===== src/rtl/uart_mem_pkg.sv =====
// Shared definitions for the record streamers (receive and transmit side).
// Holds the record geometry, default load size, address width, default
// inter-byte timeout and the streamer state encoding.
package uart_mem_pkg;
    localparam int REC_BYTES   = 24;
    localparam int REC_W       = 8 * REC_BYTES;
    localparam int NUM_RECS    = 1000;
    localparam int ADDR_W      = 11;
    localparam int TIMEOUT_CYC = 100000;
    localparam int POS_W       = 5;
    localparam int TO_W        = 17;

    typedef enum logic [1:0] {
        IDLE  = 2'd0,
        RECV  = 2'd1,
        WRITE = 2'd2
    } state_e;
endpackage


===== src/rtl/uart_to_mem_if.sv =====
// Bundle of the UART-receive and record-memory signals of uart_to_mem.
//   LOAD_START, UART_VALID, dataFromUART : command/byte side (into the block)
//   dataToMEM, addrToMEM, memWe, memSel  : memory write port (out of the block)
//   FRAME_ERR, DONE_RECEIVING            : status pulses (out of the block)
// Modports: master = whoever feeds bytes and watches the memory port,
//           slave  = the uart_to_mem block itself.
interface uart_to_mem_if;
    import uart_mem_pkg::*;

    logic              LOAD_START;
    logic              UART_VALID;
    logic [7:0]        dataFromUART;
    logic [REC_W-1:0]  dataToMEM;
    logic [ADDR_W-1:0] addrToMEM;
    logic              memWe;
    logic              memSel;
    logic              FRAME_ERR;
    logic              DONE_RECEIVING;

    modport master (
        output LOAD_START, UART_VALID, dataFromUART,
        input  dataToMEM, addrToMEM, memWe, memSel, FRAME_ERR, DONE_RECEIVING
    );

    modport slave (
        input  LOAD_START, UART_VALID, dataFromUART,
        output dataToMEM, addrToMEM, memWe, memSel, FRAME_ERR, DONE_RECEIVING
    );
endinterface


===== src/rtl/uart_to_mem_rx_count.sv =====
// rx_count: WIDTH-bit up-counter with synchronous clear and count enable.
//   clk, srst : clock and synchronous active-high reset
//   clr       : synchronous clear, wins over en
//   en        : increment by one
//   count     : current value
module rx_count #(
    parameter int WIDTH = 8
) (
    input  logic             clk,
    input  logic             srst,
    input  logic             clr,
    input  logic             en,
    output logic [WIDTH-1:0] count
);
    logic [WIDTH-1:0] count_reg;

    always_ff @(posedge clk) begin
        if (srst || clr) begin
            count_reg <= '0;
        end else if (en) begin
            count_reg <= count_reg + WIDTH'(1);
        end
    end

    assign count = count_reg;
endmodule


===== src/rtl/uart_to_mem.sv =====
// uart_to_mem: packs groups of REC_BYTES received UART bytes (first byte in
// the least-significant position) into records and writes them to the record
// memory at addresses 0..NUM_RECS-1, then pulses DONE_RECEIVING and releases
// the memory port. A partial record idle for TIMEOUT_CYC cycles is dropped
// with a FRAME_ERR pulse.
//   clock, reset : single clock, synchronous active-high reset
//   bus          : uart_to_mem_if.slave (byte input, memory port, status)
module uart_to_mem #(
    parameter int NUM_RECS    = uart_mem_pkg::NUM_RECS,
    parameter int TIMEOUT_CYC = uart_mem_pkg::TIMEOUT_CYC
) (
    input  logic          clock,
    input  logic          reset,
    uart_to_mem_if.slave  bus
);
    import uart_mem_pkg::*;

    localparam logic [1:0]        S_IDLE    = IDLE;
    localparam logic [1:0]        S_RECV    = RECV;
    localparam logic [1:0]        S_WRITE   = WRITE;
    localparam logic [POS_W-1:0]  LAST_POS  = POS_W'(REC_BYTES - 1);
    localparam logic [ADDR_W-1:0] LAST_ADDR = ADDR_W'(NUM_RECS - 1);
    localparam logic [TO_W-1:0]   LAST_TO   = TO_W'(TIMEOUT_CYC - 1);

    logic [1:0]        state_reg, state_next;
    logic [REC_W-1:0]  pack_reg;
    logic [REC_W-1:0]  data_reg;
    logic              ferr_reg;

    logic [POS_W-1:0]  pos;
    logic [ADDR_W-1:0] addr;
    logic [TO_W-1:0]   to_cnt;

    logic byte_in;
    logic last_byte;
    logic timeout;
    logic in_write;
    logic last_rec;

    // Bytes are taken in RECV and also in WRITE, so back-to-back bytes
    // across a record boundary are never lost.
    assign byte_in   = bus.UART_VALID && (state_reg != S_IDLE);
    assign last_byte = byte_in && (state_reg == S_RECV) && (pos == LAST_POS);
    // A byte arriving in the expiry cycle keeps the partial record alive.
    assign timeout   = (state_reg == S_RECV) && (pos != '0) &&
                       (to_cnt == LAST_TO) && !bus.UART_VALID;
    assign in_write  = (state_reg == S_WRITE);
    assign last_rec  = in_write && (addr == LAST_ADDR);

    rx_count #(.WIDTH(POS_W)) u_pos (
        .clk   (clock),
        .srst  (reset),
        .clr   ((state_reg == S_IDLE) || last_byte || timeout),
        .en    (byte_in),
        .count (pos)
    );

    rx_count #(.WIDTH(ADDR_W)) u_addr (
        .clk   (clock),
        .srst  (reset),
        .clr   ((state_reg == S_IDLE) || last_rec),
        .en    (in_write),
        .count (addr)
    );

    // Idle timer only runs while a partial record is pending.
    rx_count #(.WIDTH(TO_W)) u_timeout (
        .clk   (clock),
        .srst  (reset),
        .clr   ((state_reg != S_RECV) || (pos == '0) || bus.UART_VALID || timeout),
        .en    (1'b1),
        .count (to_cnt)
    );

    always_comb begin
        state_next = state_reg;
        case (state_reg)
            S_IDLE:  if (bus.LOAD_START) state_next = S_RECV;
            S_RECV:  if (last_byte) state_next = S_WRITE;
            S_WRITE: state_next = last_rec ? S_IDLE : S_RECV;
            default: state_next = S_IDLE;
        endcase
    end

    always_ff @(posedge clock) begin
        if (reset) begin
            state_reg <= S_IDLE;
            pack_reg  <= '0;
            data_reg  <= '0;
            ferr_reg  <= 1'b0;
        end else begin
            state_reg <= state_next;
            ferr_reg  <= timeout;
            if (byte_in) begin
                pack_reg <= {bus.dataFromUART, pack_reg[REC_W-1:8]};
            end else if (timeout) begin
                pack_reg <= '0;
            end
            if (last_byte) begin
                data_reg <= {bus.dataFromUART, pack_reg[REC_W-1:8]};
            end
        end
    end

    assign bus.dataToMEM      = data_reg;
    assign bus.addrToMEM      = addr;
    assign bus.memWe          = in_write;
    assign bus.memSel         = (state_reg != S_IDLE);
    assign bus.FRAME_ERR      = ferr_reg;
    assign bus.DONE_RECEIVING = last_rec;
endmodule

===== src/flat_wrapper.sv =====
// flat-port wrapper written by rule: the top's interface ports become plain ports
module uart_to_mem_flat import uart_mem_pkg::*;
#(
    parameter int NUM_RECS    = uart_mem_pkg::NUM_RECS,
    parameter int TIMEOUT_CYC = uart_mem_pkg::TIMEOUT_CYC
)
  (clock, reset, bus_LOAD_START, bus_UART_VALID, bus_dataFromUART, bus_dataToMEM, bus_addrToMEM, bus_memWe, bus_memSel, bus_FRAME_ERR, bus_DONE_RECEIVING);
  uart_to_mem_if bus_i ();
  input  logic clock;
  input  logic reset;
  input wire logic [$bits(bus_i.LOAD_START)-1:0] bus_LOAD_START;
  input wire logic [$bits(bus_i.UART_VALID)-1:0] bus_UART_VALID;
  input wire logic [$bits(bus_i.dataFromUART)-1:0] bus_dataFromUART;
  output wire logic [$bits(bus_i.dataToMEM)-1:0] bus_dataToMEM;
  output wire logic [$bits(bus_i.addrToMEM)-1:0] bus_addrToMEM;
  output wire logic [$bits(bus_i.memWe)-1:0] bus_memWe;
  output wire logic [$bits(bus_i.memSel)-1:0] bus_memSel;
  output wire logic [$bits(bus_i.FRAME_ERR)-1:0] bus_FRAME_ERR;
  output wire logic [$bits(bus_i.DONE_RECEIVING)-1:0] bus_DONE_RECEIVING;
  assign bus_i.LOAD_START = bus_LOAD_START;
  assign bus_i.UART_VALID = bus_UART_VALID;
  assign bus_i.dataFromUART = bus_dataFromUART;
  assign bus_dataToMEM = bus_i.dataToMEM;
  assign bus_addrToMEM = bus_i.addrToMEM;
  assign bus_memWe = bus_i.memWe;
  assign bus_memSel = bus_i.memSel;
  assign bus_FRAME_ERR = bus_i.FRAME_ERR;
  assign bus_DONE_RECEIVING = bus_i.DONE_RECEIVING;
  uart_to_mem #(.NUM_RECS(NUM_RECS), .TIMEOUT_CYC(TIMEOUT_CYC)) u_core (.clock(clock), .reset(reset), .bus(bus_i));
endmodule

===== config.mk =====
export PLATFORM = sky130hd
export DESIGN_NAME = uart_to_mem_flat
export DESIGN_NICKNAME = d
export VERILOG_FILES = /design/src/rtl/uart_mem_pkg.sv /design/src/rtl/uart_to_mem_if.sv /design/src/rtl/uart_to_mem_rx_count.sv /design/src/rtl/uart_to_mem.sv /design/src/flat_wrapper.sv
export SDC_FILE = /design/constraint.sdc
export NUM_CORES = 1
export LEC_CHECK = 0
export CAP_MARGIN = 10
export CORE_MARGIN = 1
export CORE_UTILIZATION = 58
export DETAILED_ROUTE_END_ITERATION = 12
export PLACE_DENSITY = 0.89
export RECOVER_POWER = 50
export SYNTH_ARGS = -nofsm -noshare
export SYNTH_HDL_FRONTEND = slang
export SYNTH_SLANG_ARGS = --single-unit

===== constraint.sdc =====
create_clock -name clock -period 3.3 [get_ports clock]
set_input_delay 0.66 -clock clock [delete_from_list [all_inputs] [get_ports clock]]
set_output_delay 0.66 -clock clock [all_outputs]
set_load 0.02 [all_outputs]

==> impl_metrics.json <==
{
  "status": "complete, but fails checks",
  "violations": "max-capacitance violations, max-slew violations",
  "setup-tns-final_ns": 0,
  "ys_warn_count": 0,
  "ant_nets": 0,
  "cts_hold_buffers": 0,
  "syn2layout_area_growth_pct": 22.79,
  "grtUsageTotal": 0.2792,
  "ys_seq_area_frac": 0.5435,
  "core-area_um2": 25400,
  "hold_viol_final": 0,
  "preCtsSetupSlack_ns": 0.5310,
  "drt_iter0_markers": 1282,
  "fin_crit_ns": 2.961,
  "async_flop_share": 0,
  "setup_viol": 0,
  "tightest_slew_ns": 2.129,
  "place_congestion": 0.8195,
  "synthCells": 1770,
  "overflow": 0,
  "fmax_ghz": 0.3377,
  "synth-seq-cells": 412,
  "post-route-drc-count": 0,
  "finClkSkew_ns": 0.01313,
  "viasPerCell": 5.996,
  "clk_latency_ns": 0.52,
  "layout_setup_ws_ns": 0.3389,
  "routedWlPerCell_um": 17.09,
  "die_h_um": 163.8,
  "dp_hpwl_um": 22580,
  "cts_buffer_depth": 3,
  "htreeDepth": 2,
  "rsz0062_at_grt": "false",
  "min_period_over_period": 0.8973,
  "drive_above_1_share": 0.05084,
  "die_w_um": 163.8,
  "fillers": 1775,
  "grt_pass1_wl_um": 61420,
  "grt_max_degree": 194,
  "cp_max_fo": 134,
  "yosysUniqueCellTypes": 39,
  "hp-class": "flip-flop to flip-flop",
  "p_leak_nw": 6.292,
  "nNetsFinal": 1892,
  "rows": 58,
  "largest_reg_flops": 192,
  "endpoint_kind": "flip-flop",
  "cts_sinks": 412,
  "power.density_nw_per_um2": 530.6,
  "drv_slew": 293,
  "synth_edf_count": 0,
  "synth_top_area_frac": 0.5435,
  "syn_nets": 1786,
  "max_cap_violations": 2,
  "critPathKind": "input port to flip-flop",
  "vias": 13430,
  "arrival_ns": 3.36,
  "post_cts_buffers": 0,
  "io_buffer_count": 218,
  "grt_pass1_vias": 12620,
  "cts_tree": "yes",
  "cts_buffers": 41,
  "cp-start-kind": "input port",
  "dr.pass1.iters": 5,
  "reg2reg_setup_slack_ns": 0.61,
  "hold_depth": 2,
  "synth_area_leader_cell": "dfxtp_1",
  "ir_drop_v": 0.0003750,
  "final_common_cell": "dfxtp_1",
  "ys_top_cells_by_area": "dfxtp_1 54%, nand2_1 9.9%, nand3_1 6.6%",
  "die_area_um2": 26810,
  "multi_input_area_um2": 5858,
  "layout_common_cells": "411 x dfxtp_1, 401 x nand2_1, 199 x nand3_1",
  "seq_area_um2": 8249,
  "path_clk_slew_ns": 0.06,
  "synth_flop_cell": "dfxtp_1",
  "initial_core_util": 0.5974,
  "cp.required_ns": 3.70,
  "antenna_found_initial": 1,
  "synth.cell_area_um2": 15170,
  "rr_worst_depth": 5,
  "syn_avg_cell_area_um2": 8.573,
  "relSlewSlack": -0.4194,
  "ios": 219,
  "cts_root_buf": "clkbuf_16",
  "wl_um": 38270
}
==> cell usage after synthesis (2+ instances only) <==
| master | count |
|---|---|
| a21oi_1 | 193 |
| and4_1 | 2 |
| buf_1 | 11 |
| buf_2 | 45 |
| buf_4 | 3 |
| clkbuf_1 | 109 |
| dfxtp_1 | 412 |
| ha_1 | 4 |
| inv_1 | 87 |
| nand2_1 | 402 |
| nand3_1 | 199 |
| nand4_1 | 13 |
| nor2_1 | 28 |
| nor2_2 | 10 |
| nor2b_1 | 2 |
| nor3_1 | 9 |
| nor4_1 | 10 |
| nor4b_1 | 3 |
| o21ai_1 | 8 |
| o22ai_1 | 8 |
| o31ai_1 | 8 |
| o32ai_1 | 80 |
| o41ai_1 | 80 |
| or3_4 | 2 |
| xnor2_1 | 19 |
| xor2_1 | 10 |
==> final timing paths <==
kind | start | endpoint
min | u_core.bus.dataToMEM[69] | u_core.bus.dataToMEM[69]
max reg2reg | u_core.u_addr.count[0] | u_core.u_addr.count[10]
max | bus_UART_VALID | u_core.bus.dataToMEM[38]
min reg2reg | u_core.bus.dataToMEM[69] | u_core.bus.dataToMEM[69]
==> per-layer routing <==
layer  wire length (um)  GRT usage  vias to the layer above
met5                  0          0                        -
met4               1017    0.09975                        0
met3               2628    0.04419                       86
met2              18950     0.4740                      534
met1              15680     0.3592                     6431
li1                   -          -                     6375
==> stage by stage <==
step                power (mW)  cell area, um^2  instances  utilization  hold slack (ns)
finish                   9.888            18630       2239       0.7336           0.4508
global route             10.16            18630       2239       0.7336           0.4675
CTS                      9.956            18700       2238       0.7363           0.4542
detailed placement       5.329            17320       2163       0.6820           0.4453
global placement         5.328            17320       2163       0.6820           0.4350
floorplan                5.271            15170       1770            -           0.4319
==> worst max-delay path, cell delays in order <==
cell	delay [ns]
dlygate4sd3_1	0.65
o21a_4	0.17
nand4_1	0.17
clkbuf_4	1.05
nand2_1	0.16
a21oi_1	0.26
==> logic make-up after synthesis <==
| group | count (synthesis) | share of synthesized area |
|---|---|---|
| xor+xnor | 29 | 0.01674 |
| fa+ha+maj | 4 | 0.003298 |
| flops | 412 | 0.5435 |
| simple gates | 687 | 0.1981 |
| buf+inv | 257 | 0.06926 |
| mux | 1 | 0.0006597 |
| compound gates | 380 | 0.1684 |
==> where the power goes <==
| part | internal [mW] | switching, mW |
|---|---|---|
| clock network | 2.78 | 1.88 |
| logic | 0.0362 | 0.201 |
| registers | 4.98 | 0.00587 |
==> timing repair <==
action	CTS	global route
endpoints found under the setup margin	1	1
pin swaps	0	0
gates resized for setup	1	1
==> cell type report <==
class / instances / area share
diodes: 1 / 0.0001343
clock buffers: 58 / 0.06453
clock inverters: 17 / 0.009334
inverters: 87 / 0.01779
multi-input cells: 1101 / 0.3144
flip-flops and latches: 412 / 0.4427
well taps: 330 / 0.02216
repair buffers: 233 / 0.1289
(Power assumes the default switching activity.)
